### src/rtl/siso_shift_reg_pkg.sv
`default_nettype none
// ============================================================================
// siso_pkg : shared types and limits for the siso_shift_reg delay line
// Rev 1.0
// ============================================================================
package siso_pkg;

  typedef enum logic [1:0] {
    FILL  = 2'd0,
    RUN   = 2'd1,
    PAD   = 2'd2,
    FLUSH = 2'd3
  } state_e;

  localparam int DEPTH_MIN = 2;
  localparam int DEPTH_MAX = 64;

endpackage
`default_nettype wire

### src/rtl/siso_shift_reg_if.sv
`default_nettype none
// ============================================================================
// siso_shift_reg_if : serial input/output handshake bundle
// Rev 1.0
// ============================================================================
interface siso_shift_reg_if;
  logic in_data;
  logic in_valid;
  logic in_ready;
  logic out_data;
  logic out_valid;
  logic out_ready;

  modport master (
    output in_data, in_valid, out_ready,
    input  in_ready, out_data, out_valid
  );

  modport slave (
    input  in_data, in_valid, out_ready,
    output in_ready, out_data, out_valid
  );
endinterface
`default_nettype wire

### src/rtl/siso_shift_reg_stage.sv
`default_nettype none
// ============================================================================
// siso_stage : one storage bit with shift enable and synchronous reset
// Rev 1.0
// ============================================================================
module siso_stage (
  input  wire logic clk,
  input  wire logic rst,
  input  wire logic en,
  input  wire logic d,
  output logic      q
);
  logic data_q;
  logic data_d;

  always_comb begin
    data_d = data_q;
    if (en) data_d = d;
  end

  always_ff @(posedge clk) begin
    if (rst) data_q <= 1'b0;
    else     data_q <= data_d;
  end

  assign q = data_q;
endmodule
`default_nettype wire

### src/rtl/siso_shift_reg.sv
`default_nettype none
// ============================================================================
// siso_shift_reg : DEPTH-bit serial delay line with valid/ready and flush drain
// Rev 1.0
// ============================================================================
module siso_shift_reg #(
  parameter int   DEPTH    = 4,
  parameter logic FILL_BIT = 1'b0,
  parameter int   CW       = $clog2(DEPTH + 1)
) (
  input  wire logic          clk,
  input  wire logic          rst,
  siso_shift_reg_if.slave    bus,
  input  wire logic          flush,
  output logic               busy,
  output logic               flush_done,
  output logic [CW-1:0]      level
);
  import siso_pkg::*;

  localparam logic [CW-1:0] DEPTH_L = CW'(DEPTH);

  if (DEPTH < DEPTH_MIN || DEPTH > DEPTH_MAX) begin : g_bad_depth
    $error("siso_shift_reg: DEPTH out of range");
  end

  state_e          state_q, state_d;
  logic [CW-1:0]   level_q, level_d;
  logic [CW-1:0]   pad_q, pad_d;
  logic [CW-1:0]   lvl_post;
  logic            shift_en;
  logic            bit_in;
  logic            in_ready;
  logic            out_valid;
  logic            done_c;
  logic [DEPTH-1:0] sr;
  logic [DEPTH-1:0] sr_next;

  assign sr_next = {sr[DEPTH-2:0], bit_in};

  for (genvar i = 0; i < DEPTH; i++) begin : g_stage
    siso_stage u_stage (
      .clk (clk),
      .rst (rst),
      .en  (shift_en),
      .d   (sr_next[i]),
      .q   (sr[i])
    );
  end

  always_comb begin
    state_d   = state_q;
    level_d   = level_q;
    pad_d     = pad_q;
    lvl_post  = level_q;
    shift_en  = 1'b0;
    bit_in    = FILL_BIT;
    in_ready  = 1'b0;
    out_valid = 1'b0;
    done_c    = 1'b0;

    case (state_q)
      FILL: begin
        in_ready = 1'b1;
        if (bus.in_valid) begin
          shift_en = 1'b1;
          bit_in   = bus.in_data;
          lvl_post = level_q + CW'(1);
        end
        level_d = lvl_post;
        // Flush decisions use the level after this cycle's accept.
        if (flush && lvl_post != '0) begin
          if (lvl_post == DEPTH_L) begin
            state_d = FLUSH;
          end else begin
            state_d = PAD;
            pad_d   = DEPTH_L - lvl_post;
          end
        end else if (lvl_post == DEPTH_L) begin
          state_d = RUN;
        end
      end
      RUN: begin
        in_ready  = bus.out_ready;
        out_valid = bus.in_valid;
        bit_in    = bus.in_data;
        shift_en  = bus.in_valid & bus.out_ready;
        if (flush) state_d = FLUSH;
      end
      PAD: begin
        shift_en = 1'b1;
        pad_d    = pad_q - CW'(1);
        if (pad_q == CW'(1)) state_d = FLUSH;
      end
      FLUSH: begin
        // Remaining drain count always equals level here.
        out_valid = 1'b1;
        if (bus.out_ready) begin
          shift_en = 1'b1;
          level_d  = level_q - CW'(1);
          if (level_q == CW'(1)) begin
            done_c  = 1'b1;
            state_d = FILL;
          end
        end
      end
      default: state_d = FILL;
    endcase
  end

  always_ff @(posedge clk) begin
    if (rst) begin
      state_q <= FILL;
      level_q <= '0;
      pad_q   <= '0;
    end else begin
      state_q <= state_d;
      level_q <= level_d;
      pad_q   <= pad_d;
    end
  end

  assign bus.in_ready  = in_ready;
  assign bus.out_valid = out_valid;
  assign bus.out_data  = sr[DEPTH-1];
  assign busy          = (state_q == PAD) | (state_q == FLUSH);
  assign flush_done    = done_c & ~rst;
  assign level         = level_q;
endmodule
`default_nettype wire
### src/flat_wrapper.sv
// flat-port wrapper written by rule: the top's interface ports become plain ports
module siso_shift_reg_flat import siso_pkg::*;
#(
  parameter int   DEPTH    = 4,
  parameter logic FILL_BIT = 1'b0,
  parameter int   CW       = $clog2(DEPTH + 1)
)
  (clk, rst, flush, busy, flush_done, level, bus_in_data, bus_in_valid, bus_out_ready, bus_in_ready, bus_out_data, bus_out_valid);
  siso_shift_reg_if bus_i ();
  input  wire logic clk;
  input  wire logic rst;
  input  wire logic flush;
  output logic busy;
  output logic flush_done;
  output logic [CW-1:0] level;
  input wire logic [$bits(bus_i.in_data)-1:0] bus_in_data;
  input wire logic [$bits(bus_i.in_valid)-1:0] bus_in_valid;
  input wire logic [$bits(bus_i.out_ready)-1:0] bus_out_ready;
  output wire logic [$bits(bus_i.in_ready)-1:0] bus_in_ready;
  output wire logic [$bits(bus_i.out_data)-1:0] bus_out_data;
  output wire logic [$bits(bus_i.out_valid)-1:0] bus_out_valid;
  assign bus_i.in_data = bus_in_data;
  assign bus_i.in_valid = bus_in_valid;
  assign bus_i.out_ready = bus_out_ready;
  assign bus_in_ready = bus_i.in_ready;
  assign bus_out_data = bus_i.out_data;
  assign bus_out_valid = bus_i.out_valid;
  siso_shift_reg #(.DEPTH(DEPTH), .FILL_BIT(FILL_BIT), .CW(CW)) u_core (.clk(clk), .rst(rst), .bus(bus_i), .flush(flush), .busy(busy), .flush_done(flush_done), .level(level));
endmodule
### config.mk
export PLATFORM = sky130hd
export DESIGN_NAME = siso_shift_reg_flat
export DESIGN_NICKNAME = d
export VERILOG_FILES = /design/src/rtl/siso_shift_reg_pkg.sv /design/src/rtl/siso_shift_reg_if.sv /design/src/rtl/siso_shift_reg_stage.sv /design/src/rtl/siso_shift_reg.sv /design/src/flat_wrapper.sv
export SDC_FILE = /design/constraint.sdc
export NUM_CORES = 1
export LEC_CHECK = 0
export CAP_MARGIN = 20
export CORE_ASPECT_RATIO = 1.4
export CORE_MARGIN = 1
export CORE_UTILIZATION = 30
export DETAILED_ROUTE_END_ITERATION = 7
export GPL_ROUTABILITY_DRIVEN = 0
export MAX_ROUTING_LAYER = met4
export PLACE_DENSITY = 0.49
export SLEW_MARGIN = 20
export SYNTH_ARGS = -nofsm -noshare
export SYNTH_HDL_FRONTEND = slang
export SYNTH_HIERARCHICAL = 1
export SYNTH_SLANG_ARGS = --single-unit
### constraint.sdc
create_clock -name clk -period 2.8 [get_ports clk]
set_clock_uncertainty 0.05 [all_clocks]
set_input_delay 0.42 -clock clk [delete_from_list [all_inputs] [get_ports clk]]
set_output_delay 0.42 -clock clk [all_outputs]
set_load 0.01 [all_outputs]
Yosys cells after proc, flatten, opt, wreduce, memory -nomap -nowiden

Index checks and enable logic that the tools add are counted.

$add $sub $neg: 4
Equality and inequality tests: 13
Multiplexer cells: 25
Bitwise logic cells: 4
Reductions and logical operators: 8

Operators with widths:

| kind                                                 | count |
|---|---|
| 2-to-1 mux 3 bit                                     | 5 |
| 2-to-1 mux 2 bit                                     | 6 |
| case mux 3 bit (2 select lines)                      | 2 |
| case mux 2 bit (4 select lines)                      | 1 |
| 2-to-1 mux 1 bit                                     | 7 |
| equality test 3 x 1 -> 1 bit (second input constant) | 2 |
| != test 2 x 1 -> 1 bit (second input constant)       | 3 |
| != test 2 bit (second input constant)                | 3 |
| case mux 1 bit (2 select lines)                      | 3 |
| subtractor 3 x 1 -> 3 bit (second input constant)    | 2 |
| AND reduction 5 bit                                  | 1 |
| equality test 2 bit (second input constant)          | 2 |
| case mux 1 bit (4 select lines)                      | 1 |
| nonzero test 2 bit                                   | 2 |
| adder 3 x 1 -> 3 bit (second input constant)         | 1 |
| equality test 3 bit (second input constant)          | 1 |
| != test 3 x 1 -> 1 bit (second input constant)       | 1 |
| AND reduction 3 bit                                  | 1 |
| nonzero test 3 bit                                   | 1 |
| subtractor 3 bit (first input constant)              | 1 |
| bitwise AND 1 bit                                    | 2 |
| equality test 2 x 1 -> 1 bit (second input constant) | 1 |
| zero test 2 bit                                      | 1 |
| AND reduction 2 bit                                  | 1 |
| other kinds (3)                                      | 3 |

Bits in registers: 12
Input bits: 6

Logic depth before layout (Yosys ltp)

Gate-level depths: netlist of the first run.

Depth after elaboration: 7
Gate-level depth with buffers: 9
Gate-level depth less buffers: 9

By module

Netlist of the first run, hierarchy kept.

By module, submodules not included:

| module         | instances | cells an instance | area an instance (µm²) | sequential area each (µm²) |
|---|---|---|---|---|
| siso_shift_reg | 1         | 100               | 800.8                  | 160.2 |
| siso_stage     | 4         | 3                 | 33.8                   | 20.0 |

Worst setup path after synthesis of the first run

No wires, ideal clock.

Path kind: register -> register
Start point: reg u_core.level_q[0], in the netlist u_core/level[0]
End point: reg u_core.pad_q[0]
Library setup time: 70 ps
Arrival time: 2063 ps
Setup slack: 618 ps
Cell stages (with the launch flop): 10
Path buffers: 0
Cell sequence: dfxtp_1 > inv_1 > ha_1 > mux2i_1 > ha_1 > ha_1 > nor2b_1 > a31oi_2 > a211o_1 > a21oi_1

Longest elaborated chain between the ends: 7
Elaborated cells on any way between the ends: 13
Those cells by class: add/sub: 2; eq/ne: 3; mux: 5; reduce/logical: 3

Ends and longest elaborated chain:

| item                                                                   | RTL line                                   | source |
|---|---|---|
| from (decl)                                                            | siso_shift_reg.sv:28                       | `logic [CW-1:0] level_q, level_d;` |
| from (signal assigned)                                                 | siso_shift_reg.sv:118                      | `level_q <= level_d;` |
| adder 3 x 1 -> 3 bit                                                   | siso_shift_reg.sv:68                       | `lvl_post = level_q + CW'(1);` |
| 2-to-1 mux 3 bit (*)                                                   | siso_shift_reg.sv:65                       | `if (bus.in_valid) begin` |
| 2-to-1 mux 3 bit (*)                                                   | siso_shift_reg.sv:62                       | `case (state_q)` |
| subtractor 3 bit or nonzero test 3 bit (tied branches)                 | siso_shift_reg.sv:77, siso_shift_reg.sv:72 |  |
| 2-to-1 mux 3 bit or logical AND 1 bit (tied branches)                  | siso_shift_reg.sv:73, siso_shift_reg.sv:72 |  |
| 2-to-1 mux 3 bit or != test 2 x 1 -> 1 bit (tied branches)             | n/a                                        |  |
| case mux 3 bit (2 select lines) or AND reduction 3 bit (tied branches) | n/a                                        |  |
| to (signal assigned)                                                   | siso_shift_reg.sv:119                      | `pad_q <= pad_d;` |
| to (decl)                                                              | siso_shift_reg.sv:29                       | `logic [CW-1:0] pad_q, pad_d;` |

Mark *: on every way between the ends. The rest lies on a longest branch, timed or not. The select of a mux whose other input is x is not followed.
A chain may end at the register's enable or synchronous reset.

Worst setup path in the final report of the first run

Start point: reg u_core.state_q[0]
End point: out flush_done

Longest elaborated chain between the ends: 3

Ends and longest elaborated chain:

| item                   | RTL line              | source |
|---|---|---|
| from (decl)            | siso_shift_reg.sv:27  | `state_e state_q, state_d;` |
| from (signal assigned) | siso_shift_reg.sv:117 | `state_q <= state_d;` |
| equality test 2 bit    | siso_shift_reg.sv:62  |  |
| 2-to-1 mux 1 bit       | siso_shift_reg.sv:62  |  |
| bitwise AND 1 bit      | siso_shift_reg.sv:127 | `assign flush_done = done_c & ~rst;` |
| to (decl)              | flat_wrapper.sv:14    | `output logic flush_done;` |

No other way between the ends.

==> results of run 1 <==
layout make-up:
type                    instances  area [um2]
fillers                       313        1750
multi-input cells              84         622
flip-flops and latches         12         240
repair buffers                 16         153
clock buffers                   4        55.1
well taps                      37        46.3
inverters                      12        45.0
worst max-delay path, cell delays in order, from the launching register on:
cell and delay, ps:
dfxtp_1 370, ha_1 360, nand2_1 150, nor4b_1 250, clkdlybuf4s50_1 580
power by group through the flow:
| stage | combinational (mW) | sequential, mW | clock [mW] |
|---|---|---|---|
| 6_report | 0.636 | 0.248 | 0.196 |
| 3_3_place_gp | 0.630 | 0.251 | 0 |
| 4_1_cts | 0.634 | 0.249 | 0.206 |
| 5_1_grt | 0.717 | 0.256 | 0.211 |
| 2_1_floorplan | 0.459 | 0.257 | 0 |
| 3_5_place_dp | 0.627 | 0.253 | 0 |
cell families (layout without fill, tap and decap cells):
logic type               Yosys count  count (layout)
AND/OR/NAND/NOR                   36              36
AO/OA/AOI/OAI                     24              24
buffers and inverters             16              32
adder cells (fa/ha/maj)           13              13
flip-flops                        12              12
multiplexers                       8               8
XOR/XNOR                           3               3
path summary, 6_finish.rpt:
check | depth (start not counted) | slack (ps) | to
hold reg to reg | 2 | 440 | u_core/g_stage[2].u_stage/q
hold / removal | 2 | 440 | u_core/g_stage[2].u_stage/q
setup reg to reg | 9 | 440 | u_core/pad_q[0]
setup / recovery | 4 | 360 | flush_done
sequential cells by signal, summed over array words and instances (netlist names):
name,cells
u_core/g_stage.u_stage/q,4
u_core/state_q,2
u_core/pad_q,3
u_core/level,3
layout by cell type (no fill, tap or decap), drive strengths merged, types with 2 or more instances in the layout:
| cell | netlist | layout |
|---|---|---|
| ha | 13 | 13 |
| clkdlybuf4s50 | 0 | 13 |
| mux2i | 6 | 6 |
| buf | 4 | 3 |
| a211oi | 2 | 2 |
| clkbuf | 0 | 4 |
| nand3b | 2 | 2 |
| nand2b | 2 | 2 |
| a211o | 2 | 2 |
| dfxtp | 12 | 12 |
| o22ai | 3 | 3 |
| nand2 | 8 | 8 |
| o21ai | 7 | 7 |
| nor2b | 5 | 5 |
| xnor2 | 3 | 3 |
| mux2 | 2 | 2 |
| a21oi | 4 | 4 |
| nand4 | 2 | 2 |
| nor2 | 13 | 13 |
| inv | 12 | 12 |
per-stage QoR:
stage | total power, mW | util (%) | std cells | setup WS (ps)
after floorplan | 0.715 | - | 112 | 618
after global placement | 0.882 | 38.1 | 161 | 189
after detailed placement | 0.879 | 38.1 | 161 | 136
after CTS | 1.09 | 39.9 | 165 | 338
after global routing | 1.18 | 39.9 | 165 | 192
final | 1.08 | 39.9 | 165 | 364
routing by layer:
layer,GRT usage [%],vias to the layer above
li1,-,409
met1,16.9,377
met2,25.0,20
met3,2.89,7
met4,11.4,0
met5,-,-
==> flow_metrics.py, run 1 <==
metrics = {
    "status": {
        "status": "finished, final reports clean",
    },
    "clocking": {
        "clk_pin_slew_ps": 60,
        "cts_buffers": 3,
        "cts_root_buffer": "clkbuf_8",
        "cts.hold.buffers_added": 0,
        "h-tree-depth": 1,
        "ctsResizeCount": 0,
        "cts_tree": "done",
        "post_cts_buffers": 0,
        "clock_sinks": 12,
        "clock_latency_ps": 250,
        "max-clock-path-buffers": 2,
    },
    "drt": {
        "firstDrtPassIters": 4,
        "ant_nets": 0,
        "drtIter0Drc": 14,
        "routed_wl_mm": 2.07,
        "drc": 0,
        "dr.max_layer_used": "met4",
        "routedWlPerCell_um": 12.6,
        "vias_per_cell": 4.93,
        "wl_met2_um": 926,
        "met1_length_um": 976,
        "vias": 813,
        "dr_wl_met3_um": 103,
    },
    "synth": {
        "synth_top_area_share_pct": 25.7,
        "synth_top_area_cell": "dfxtp_1",
        "synth_fa_ha_area_share_pct": 17.4,
        "yosys_warnings": 6,
        "avgSynthCellArea_um2": 8.36,
        "synthTopCellsByCount": "ha_1, nor2_1, dfxtp_1, inv_1, nand2_1",
        "ys_seq_elements": 12,
        "synth_top_family_by_area": "simple AND/OR/NAND/NOR gates",
        "synth_edf_count": 0,
        "synthArstFlopShare_pct": 0,
        "synthCells": 112,
        "seq_area_frac_synth_pct": 25.7,
        "yosys.area_share.xor_xnor_pct": 2.81,
        "syn_area_um2": 936,
        "synth-simple-area-share_pct": 20.2,
        "synth.mux.area_fraction_pct": 8.82,
        "yosys.cell_types.count": 31,
        "synth_fp_nets": 131,
        "synthTopCellsByArea": "dfxtp_1, ha_1, mux2i_1",
        "ys.flop_type": "dfxtp_1",
        "synth_compound_area_share_pct": 17.2,
    },
    "placement": {
        "io_buffers": 13,
        "dpl_cell_area_um2": 1110,
        "dpl.hpwl_mm": 1.55,
    },
    "final_layout": {
        "num_antenna_cells": 0,
        "drive_above_1_share_pct": 8.59,
        "final_nets": 148,
        "design_area_um2": 1160,
        "area_growth_pct": 24.1,
    },
    "sta": {
        "setup_viol": 0,
        "tns_ps": 0,
        "fin_crit_ps": 2440,
        "hold_viol": 0,
        "slew_headroom_pct": 67.7,
        "timing.fmax_mhz": 410,
        "slew_viol_final": 0,
        "fin_crit_sh_pct": 87.0,
        "worst_pin_slew_ps": 484,
        "worst_hold_slack_ps": 444,
        "rsz0062_at_grt": "false",
    },
    "pwr": {
        "clock_power_share_pct": 18.1,
        "power_leakage_nw": 0.482,
        "combPwrFrac_pct": 58.9,
        "peakVddDrop_mv": 0.464,
        "p_int_uw": 643,
        "p_per_area_nw_per_um2": 930,
        "power_frac_seq_pct": 23.0,
        "p_sw_uw": 436,
        "swShare_pct": 40.4,
    },
    "setup_path": {
        "cp-startpoint": "u_core/state_q[0]",
        "critPathMaxFanout": 9,
        "arrival_ps": 1970,
        "cp-start-kind": "flip-flop",
        "r2r-start": "u_core/level[1]",
        "crit_type": "reg -> out",
        "cp.required_ps": 2330,
        "crit_path_end_kind": "output port",
    },
    "floorplan": {
        "die_y_um": 68.1,
        "rows": 23,
        "coreArea_um2": 2910,
        "die_w_um": 49.2,
        "initial_core_util_pct": 32.2,
        "dieArea_um2": 3350,
        "top_level_ports": 14,
    },
    "global_route": {
        "grtUsageTotal_pct": 15.4,
        "antenna_found_initial": 0,
        "grt_overflow": 0,
        "grt_pass1_wl_mm": 3.75,
        "grt_pass1_vias": 816,
        "grt_max_degree": 15,
    },
    "worst_hold_path": {
        "hold_path.class": "reg -> reg",
        "hold_path_startpoint": "u_core/g_stage[2].u_stage/q",
    },
    "job": {
        "maxCapViolations": 0,
    },
}
Power figures use the tool's default switching activity.
==> run 2: changes to the inputs <==
--- a/config.mk
+++ b/config.mk
@@ -9,6 +9,7 @@
 export CORE_ASPECT_RATIO = 1.4
 export CORE_MARGIN = 1
 export CORE_UTILIZATION = 30
+export CTS_CLUSTER_SIZE = 24
 export DETAILED_ROUTE_END_ITERATION = 7
 export GPL_ROUTABILITY_DRIVEN = 0
 export MAX_ROUTING_LAYER = met4
==> results of run 2 <==
No change in the layout: final DEF, timing and power equal those of run 1.
==> run 3: changes to the inputs <==
--- a/config.mk
+++ b/config.mk
@@ -12,7 +12,6 @@
 export CTS_CLUSTER_SIZE = 24
 export DETAILED_ROUTE_END_ITERATION = 7
 export GPL_ROUTABILITY_DRIVEN = 0
-export MAX_ROUTING_LAYER = met4
 export PLACE_DENSITY = 0.49
 export SLEW_MARGIN = 20
 export SYNTH_ARGS = -nofsm -noshare
==> run 3 against run 2 <==
Utilization is the same. Worst hold slack about the same. Count of clock-buffer cells in the layout did not move. Setup slack lost 6.5 ps. Critical path type unchanged. Sequential share of layout area did not move. Global-route usage down 0.44 points. First-iteration DRC count down 7.1%. Total power about the same. Via count rose by 0.25%. Largest cell class unchanged. Flip-flop and latch count stayed put.
==> flow_metrics.py, run 3 (synthesis gave the netlist of run 1 again) <==
metrics = {
    "clocking": {
        "cts_tree": "done",
        "clock_latency_ps": 250,
        "clk_pin_slew_ps": 60,
        "cts_root_buffer": "clkbuf_8",
        "clock_sinks": 12,
        "max-clock-path-buffers": 2,
        "ctsResizeCount": 0,
        "cts.hold.buffers_added": 0,
        "cts_buffers": 3,
        "h-tree-depth": 1,
        "post_cts_buffers": 0,
    },
    "final_layout": {
        "finish.utilization_pct": 39.9,
        "largest_reg_flops": 4,
        "final_nets": 148,
        "design_area_um2": 1160,
        "drive_above_1_share_pct": 8.59,
        "final_cell_mix": "clkdlybuf4s50_1, nor2_1, ha_1",
        "fin_cells": 165,
        "num_antenna_cells": 0,
        "final.fill_count": 313,
        "area_growth_pct": 24.1,
    },
    "global_route": {
        "grt_overflow": 0,
        "grt_max_degree": 15,
        "antenna_found_initial": 0,
        "grt_pass1_vias": 815,
        "grt_pass1_wl_mm": 3.75,
        "grtUsageTotal_pct": 15.0,
    },
    "floorplan": {
        "rows": 23,
        "top_level_ports": 14,
        "dieArea_um2": 3350,
        "die_w_um": 49.2,
        "initial_core_util_pct": 32.2,
        "die_y_um": 68.1,
        "coreArea_um2": 2910,
    },
    "placement": {
        "post-place-cells": 161,
        "io_buffers": 13,
        "dpl_worst_slack_ps": 136,
        "dpl_cell_area_um2": 1110,
        "dpl.hpwl_mm": 1.55,
    },
    "sta": {
        "worst_pin_slew_ps": 484,
        "timing.fmax_mhz": 409,
        "tns_ps": 0,
        "setup_viol": 0,
        "fin_crit_ps": 2440,
        "hold_viol": 0,
        "fin_crit_sh_pct": 87.2,
        "slew_viol_final": 0,
        "rsz0062_at_grt": "false",
        "worst_hold_slack_ps": 445,
        "slew_headroom_pct": 67.7,
        "finalWorstSetupSlack_ps": 357,
    },
    "pwr": {
        "power_leakage_nw": 0.482,
        "p_per_area_nw_per_um2": 930,
        "peakVddDrop_mv": 0.464,
        "finalPower_mw": 1.08,
    },
    "drt": {
        "drtIter0Drc": 13,
        "vias": 815,
        "firstDrtPassIters": 4,
        "ant_nets": 0,
        "routed_wl_mm": 2.08,
        "drc": 0,
        "routedWlPerCell_um": 12.6,
        "vias_per_cell": 4.94,
    },
    "setup_path": {
        "crit_path_end_kind": "output port",
        "cp-start-kind": "flip-flop",
        "critPathMaxFanout": 9,
        "cp.required_ps": 2330,
        "crit_type": "reg -> out",
        "arrival_ps": 1970,
    },
    "job": {
        "maxCapViolations": 0,
    },
    "status": {
        "status": "finished, final reports clean",
    },
    "worst_hold_path": {
        "hold_path.class": "reg -> reg",
    },
}
==> run 3: worst paths after layout <==
kind | startpoint | end | slack (ps) | cells past startpoint
worst max-delay path | u_core/state_q[0] | flush_done | 360 | 4
worst min-delay path | u_core/g_stage[2].u_stage/q | u_core/g_stage[2].u_stage/q | 440 | 2
worst max register to register | u_core/level[1] | u_core/pad_q[0] | 430 | 9
worst min register to register | u_core/g_stage[2].u_stage/q | u_core/g_stage[2].u_stage/q | 440 | 2
==> run 3: layout make-up <==
cell class | instances | area (um2) | share of cell area (%)
Sequential cell | 12 | 240 | 20.7
Multi-Input combinational cell | 84 | 622 | 53.6
Inverter | 12 | 45.0 | 3.88
Tap cell | 37 | 46.3 | 3.99
Clock buffer | 4 | 55.1 | 4.74
Timing Repair Buffer | 16 | 153 | 13.1
==> run 3: power breakdown <==
group | switching (mW) | internal, mW | total (mW)
Combinational | 0.332 | 0.303 | 0.635
Clock | 0.0717 | 0.125 | 0.196
Sequential | 0.0326 | 0.216 | 0.248
Total | 0.436 | 0.643 | 1.08
==> run 3: per-layer routing <==
metal	wire [um]	part of all wire (%)	up-vias	track usage, %
li1	-	-	409	-
met2	928	45	20	25.0
met5	0	0	-	0
met4	69	3.3	0	11.4
met3	101	4.9	7	2.89
met1	978	47	379	16.9
==> run 3: worst max-delay path: stages (launching register included) <==
cell and delay, ps:
dfxtp_1 370, ha_1 360, nand2_1 150, nor4b_1 250, clkdlybuf4s50_1 580
==> edit 1: new RTL, settings of run 3 <==
Re-encode `state_e` (4 states) as one-hot, 4 bits wide.
--- a/src/rtl/siso_shift_reg_pkg.sv
+++ b/src/rtl/siso_shift_reg_pkg.sv
@@ -7,7 +7,7 @@
 
-  typedef enum logic [1:0] {
-    FILL  = 2'd0,
-    RUN   = 2'd1,
-    PAD   = 2'd2,
-    FLUSH = 2'd3
+  typedef enum logic [3:0] {
+    FILL  = 4'b0001,
+    RUN   = 4'b0010,
+    PAD   = 4'b0100,
+    FLUSH = 4'b1000
   } state_e;
Check against the original RTL: same outputs for any inputs over 10 cycles, from zero or initial values and one cycle with rst high; not proved beyond that.
==> edit 1 against run 3 <==
Combinational power is 5.2% lower. Count of clock-buffer cells in the layout shrank 1. Sequential cell count up 2. First-iteration DRC count increased by 31%. Register-to-register slack gained 130 ps. Wire length up 18%. Sequential share of layout area up 2.4 points. Synthesized area rose by 7.6%. Design area is 4.4% higher. Worst setup slack worse by 160 ps. Global-route usage decreased by 0.53 points. Non-clock buffer count unchanged. Power is 1.8% higher. Critical endpoint is now bus_in_ready. Largest cell class unchanged. Highest routed layer unchanged.
==> edit 1: results (changes against run 3) <==
* Syn Area/Cell at 8.758 µm² (+4.8%)
* Most frequent cells after synthesis: 14 x dfxtp_1, 9 x nor2_1, 8 x nand2_1, 7 x ha_1
* Period utilization at 92.98% (+5.7 points)
* #FFs+latches synth at 14 (+2)
* Switching share of total power at 41.97% (+1.6 points)
* Kind of cell adding the most delay to the critical path: buffers and inverters
* CP Max Fanout at 11 (+2)
* Initial drt markers at 17 (+4)
* M2 GR Usage at 24.56% (-0.44 points)
* Setup WS pre-CTS at 325.7 ps (+190.2 ps)
* Multi-input gate share of total cell area at 55.31% (+1.8 points)
* Hold_ws at 443.9 ps (-0.6260 ps)
* Net Count, Synth at 128 (-2.3%)
* GR Layer Usage met3 at 3.226% (+0.34 points)
* Clock group share of total power at 15.0% (-3.2 points)
* Fill count at 335 (+7.0%)
* Lkg Pwr at 0.4701 nW (-2.4%)
* Terminus of the critical flop-to-flop path: u_core/state_q[1]$_SDFFE_PP0P_
* M1 WL at 1122 µm (+15%)
* Reg2reg start: u_core/level[0]$_SDFFE_PP0P_
* XOR/XNOR share of the synthesized area at 2.609% (-0.20 points)
* Worst Path Arrival at 2130 ps (+160 ps)
* First-pass GRT wire length at 3877 µm (+3.3%)
* DP HPWL at 1895 µm (+22%)
* Seq power at 0.333 mW (+34%)
* Largest net degree at the start of global routing at 14 (-1)
* Netlist cell types at 45 (+45%)
* Final non-filler cell area at 1212 µm² (+4.4%)
* H-tree depth at 1 (unchanged)
* Signal buf overhead at 12.59% (-0.56 points)
* Post-Synth Adder-Cell Area at 8.696% (-8.7 points)
* Placed cell count at 164 (+1.9%)
* Non-clk invs at 5 (-7)
* Comb_multi_in at 90 (+7.1%)
* Hold_sp: u_core/g_stage[2].u_stage/q$_SDFFE_PP0P_
* Met3 WL at 85 µm (-16%)
* Share of cells above drive strength 1 at 10.94% (+2.3 points)
* Layout clock area frac at 3.406% (-1.3 points)
* Top cells by area, synth: dfxtp_1 28%, ha_1 8.7%, mux2i_1 6.0%
* Status: complete, no violations
* Routing usage on met1 at 16.34% (-0.60 points)
* Vias in the first global route at 901 (+11%)
* Compound-Gate Fraction of Synth Area at 18.39% (+1.1 points)
* Fin cells at 167 (+1.2%)
* # nets final at 143 (-3.4%)
* Routed wl met2 at 1180 µm (+27%)
* Flop-to-flop setup slack at 560 ps (+130 ps)
* Worst hold path depth at 2 (unchanged)
* Mux contribution to synthesized area at 7.081% (-1.7 points)
* Max_slew headroom at 55.39% (-12 points)
* DR WL/cell at 14.69 µm (+17%)
* Placed cell area at 1171 µm² (+5.9%)
* Max incr delay on CP at 610 ps (+30 ps)
* Max VDD drop at 0.4813 mV (+3.7%)
* DR vias/cell at 5.389 (+9.1%)
* Part of the Yosys area used for sequential elements at 27.83% (+2.2 points)
* Gr usage total at 14.45% (-0.53 points)
* Reg power frac at 30.3% (+7.3 points)
* Register area at 280.3 µm² (+17%)
## edit 1: cell count changes in the layout (fill, tap and decap cells not counted), moves of 3 or more
| cell | before | now |
|---|---|---|
| inv_1 | 12 | 5 |
| ha_1 | 13 | 7 |
| nand3_1 | 1 | 6 |
| nor3_1 | 1 | 6 |
| nor2_1 | 13 | 9 |
| o31ai_1 | 0 | 4 |
| nor2b_1 | 5 | 2 |
| o21ai_1 | 3 | 0 |
| o22ai_1 | 3 | 0 |
## edit 1: worst max-delay path by stage
stage	start	end	slack (ps)	cells past startpoint
floorplan	u_core/level[0]$_SDFFE_PP0P_	u_core/state_q[1]$_SDFFE_PP0P_	740	8
global placement	bus_out_ready	flush_done	300	4
detailed placement	bus_out_ready	flush_done	330	4
CTS	u_core/state_q[1]$_SDFFE_PP0P_	flush_done	180	3
global route	u_core/state_q[1]$_SDFFE_PP0P_	bus_in_ready	120	4
finish	u_core/state_q[1]$_SDFFE_PP0P_	bus_in_ready	200	4
==> edit 2: new RTL, config.mk and constraints of run 3 <==
Without the edit above. `FILL_BIT` is set to 1'b0 in 2 places; all go to 1'b1.
--- a/src/rtl/siso_shift_reg.sv
+++ b/src/rtl/siso_shift_reg.sv
@@ -7,3 +7,3 @@
   parameter int   DEPTH    = 4,
-  parameter logic FILL_BIT = 1'b0,
+  parameter logic FILL_BIT = 1'b1,
   parameter int   CW       = $clog2(DEPTH + 1)
--- a/src/flat_wrapper.sv
+++ b/src/flat_wrapper.sv
@@ -4,3 +4,3 @@
   parameter int   DEPTH    = 4,
-  parameter logic FILL_BIT = 1'b0,
+  parameter logic FILL_BIT = 1'b1,
   parameter int   CW       = $clog2(DEPTH + 1)
Function: changed (Yosys sat finds a counterexample within 10 cycles, from zero or initial values and one cycle with rst high).
==> edit 2 against run 3 <==
Register-to-register slack worse by 40 ps. Synthesized area is 2.5% lower. Highest routed layer unchanged. Maximum frequency increased by 0.36%. Worst setup slack gained 8.9 ps. Power increased by 11%. First-iteration DRC count rose by 46%. Sequential cell count unchanged. Non-clock buffer count unchanged. Count of clock-buffer cells in the layout unchanged. Design area fell by 1.7%. Wire length rose by 0.43%. Critical path depth up 1. Largest cell class unchanged. Clock power about the same.
==> edit 2: results (changes against run 3) <==
* Status: complete, no violations
* Fill count at 317 (+1.3%)
* Top cells by area, synth: dfxtp_1 26%, ha_1 18%, mux2i_1 6.6%
* Final Hold Fails at 0 (unchanged)
* Reg2reg start: u_core/level[0]$_SDFFE_PP0P_
* Netlist cell types at 33 (+6.5%)
* Initial drt markers at 19 (+6)
* Share of cells above drive strength 1 at 6.977% (-1.6 points)
* Worst-case clock buffer depth at 2 (unchanged)
* Compound-Gate Fraction of Synth Area at 16.74% (-0.51 points)
* Post-Synth Adder-Cell Area at 17.83% (+0.45 points)
* XOR/XNOR share of the synthesized area at 1.920% (-0.89 points)
* Lkg Pwr at 0.4789 nW (-0.56%)
* Setup WS pre-CTS at 189.2 ps (+53.63 ps)
* CP Max Fanout at 9 (unchanged)
* Via count at 790 (-3.1%)
* Net Count, Synth at 133 (+1.5%)
* Initial antenna violation count at 0 (unchanged)
* Setup bufs post-CTS at 0 (unchanged)
* Flop-to-flop setup slack at 390 ps (-40 ps)
* DP HPWL at 1634 µm (+5.4%)
* Max_slew headroom at 74.71% (+7.0 points)
* First-pass GRT wire length at 3360 µm (-10%)
* Mux contribution to synthesized area at 9.053% (+0.23 points)
* Most frequent cells after synthesis: 14 x nand2_1, 13 x ha_1, 12 x dfxtp_1, 11 x inv_1, 11 x nor2_1
* DR WL/cell at 12.57 µm (-0.17%)
* Vias in the first global route at 777 (-4.7%)
* Hold_sp: u_core/g_stage[1].u_stage/q$_SDFFE_PP0P_
* # nets final at 149 (+0.68%)
* Max VDD drop at 0.3710 mV (-20%)
* Max incr delay on CP at 540 ps (-40 ps)
* Part of the Yosys area used for sequential elements at 26.34% (+0.67 points)
* Period utilization at 86.92% (-0.32 points)
* Gr usage total at 13.78% (-1.2 points)
## edit 2: area by class of cell
class                      count  share of cell area, %
timing repair buffer          16                  13.38
inverter                      12                  3.947
clock buffer                   4                  4.825
multi-input combinational     85                  52.74
sequential                    12                  21.05
tap                           37                  4.057
## edit 2: logic make-up after synthesis
logic type,after synthesis
and+or+nand+nor,38
adders and majority gates,13
muxes,8
DFF,12
buffers and inverters,17
AOI/OAI and AO/OA,24
xor gates and xnor gates,2
## edit 2: worst min path at each step
| stage | end | depth (start not counted) | slack (ps) |
|---|---|---|---|
| floorplan | u_core/g_stage[0].u_stage/q$_SDFFE_PP0P_ | 2 | 410 |
| detailed placement | u_core/g_stage[1].u_stage/q$_SDFFE_PP0P_ | 2 | 440 |
| CTS | u_core/g_stage[1].u_stage/q$_SDFFE_PP0P_ | 2 | 450 |
| global route | u_core/pad_q[0]$_SDFFE_PP0P_ | 2 | 460 |
| global placement | u_core/g_stage[2].u_stage/q$_SDFFE_PP0P_ | 2 | 430 |
| finish | u_core/g_stage[1].u_stage/q$_SDFFE_PP0P_ | 2 | 450 |
## edit 2: worst reg2reg max path, stage by stage, from the launching register on
cell	delay, ps
dfxtp_1	450
inv_1	70
ha_1	340
mux2i_1	120
ha_1	230
ha_1	210
and4bb_1	310
a21oi_2	70
or3_1	320
a31oi_1	150
## edit 2: metrics by stage
step                cell area (µm²)  std cells
floorplan                     912.1        114
global placement               1086        162
detailed placement             1086        162
CTS                            1141        166
global route                   1141        166
finish                         1141        166
## edit 2: report_power, final
| part | leakage, nW | internal, mW | switching, mW |
|---|---|---|---|
| sequential | 0.0984 | 0.229 | 0.0496 |
| combinational | 0.352 | 0.336 | 0.383 |
| clock | 0.0288 | 0.124 | 0.0713 |
## edit 2: per-layer routing
layer	vias to the layer above	track usage (%)	routed length, µm
met2	11	26.74	1118
met4	0	6.618	19
li1	419	-	-
met1	358	14.09	896
met5	-	0	0
met3	2	2.703	52
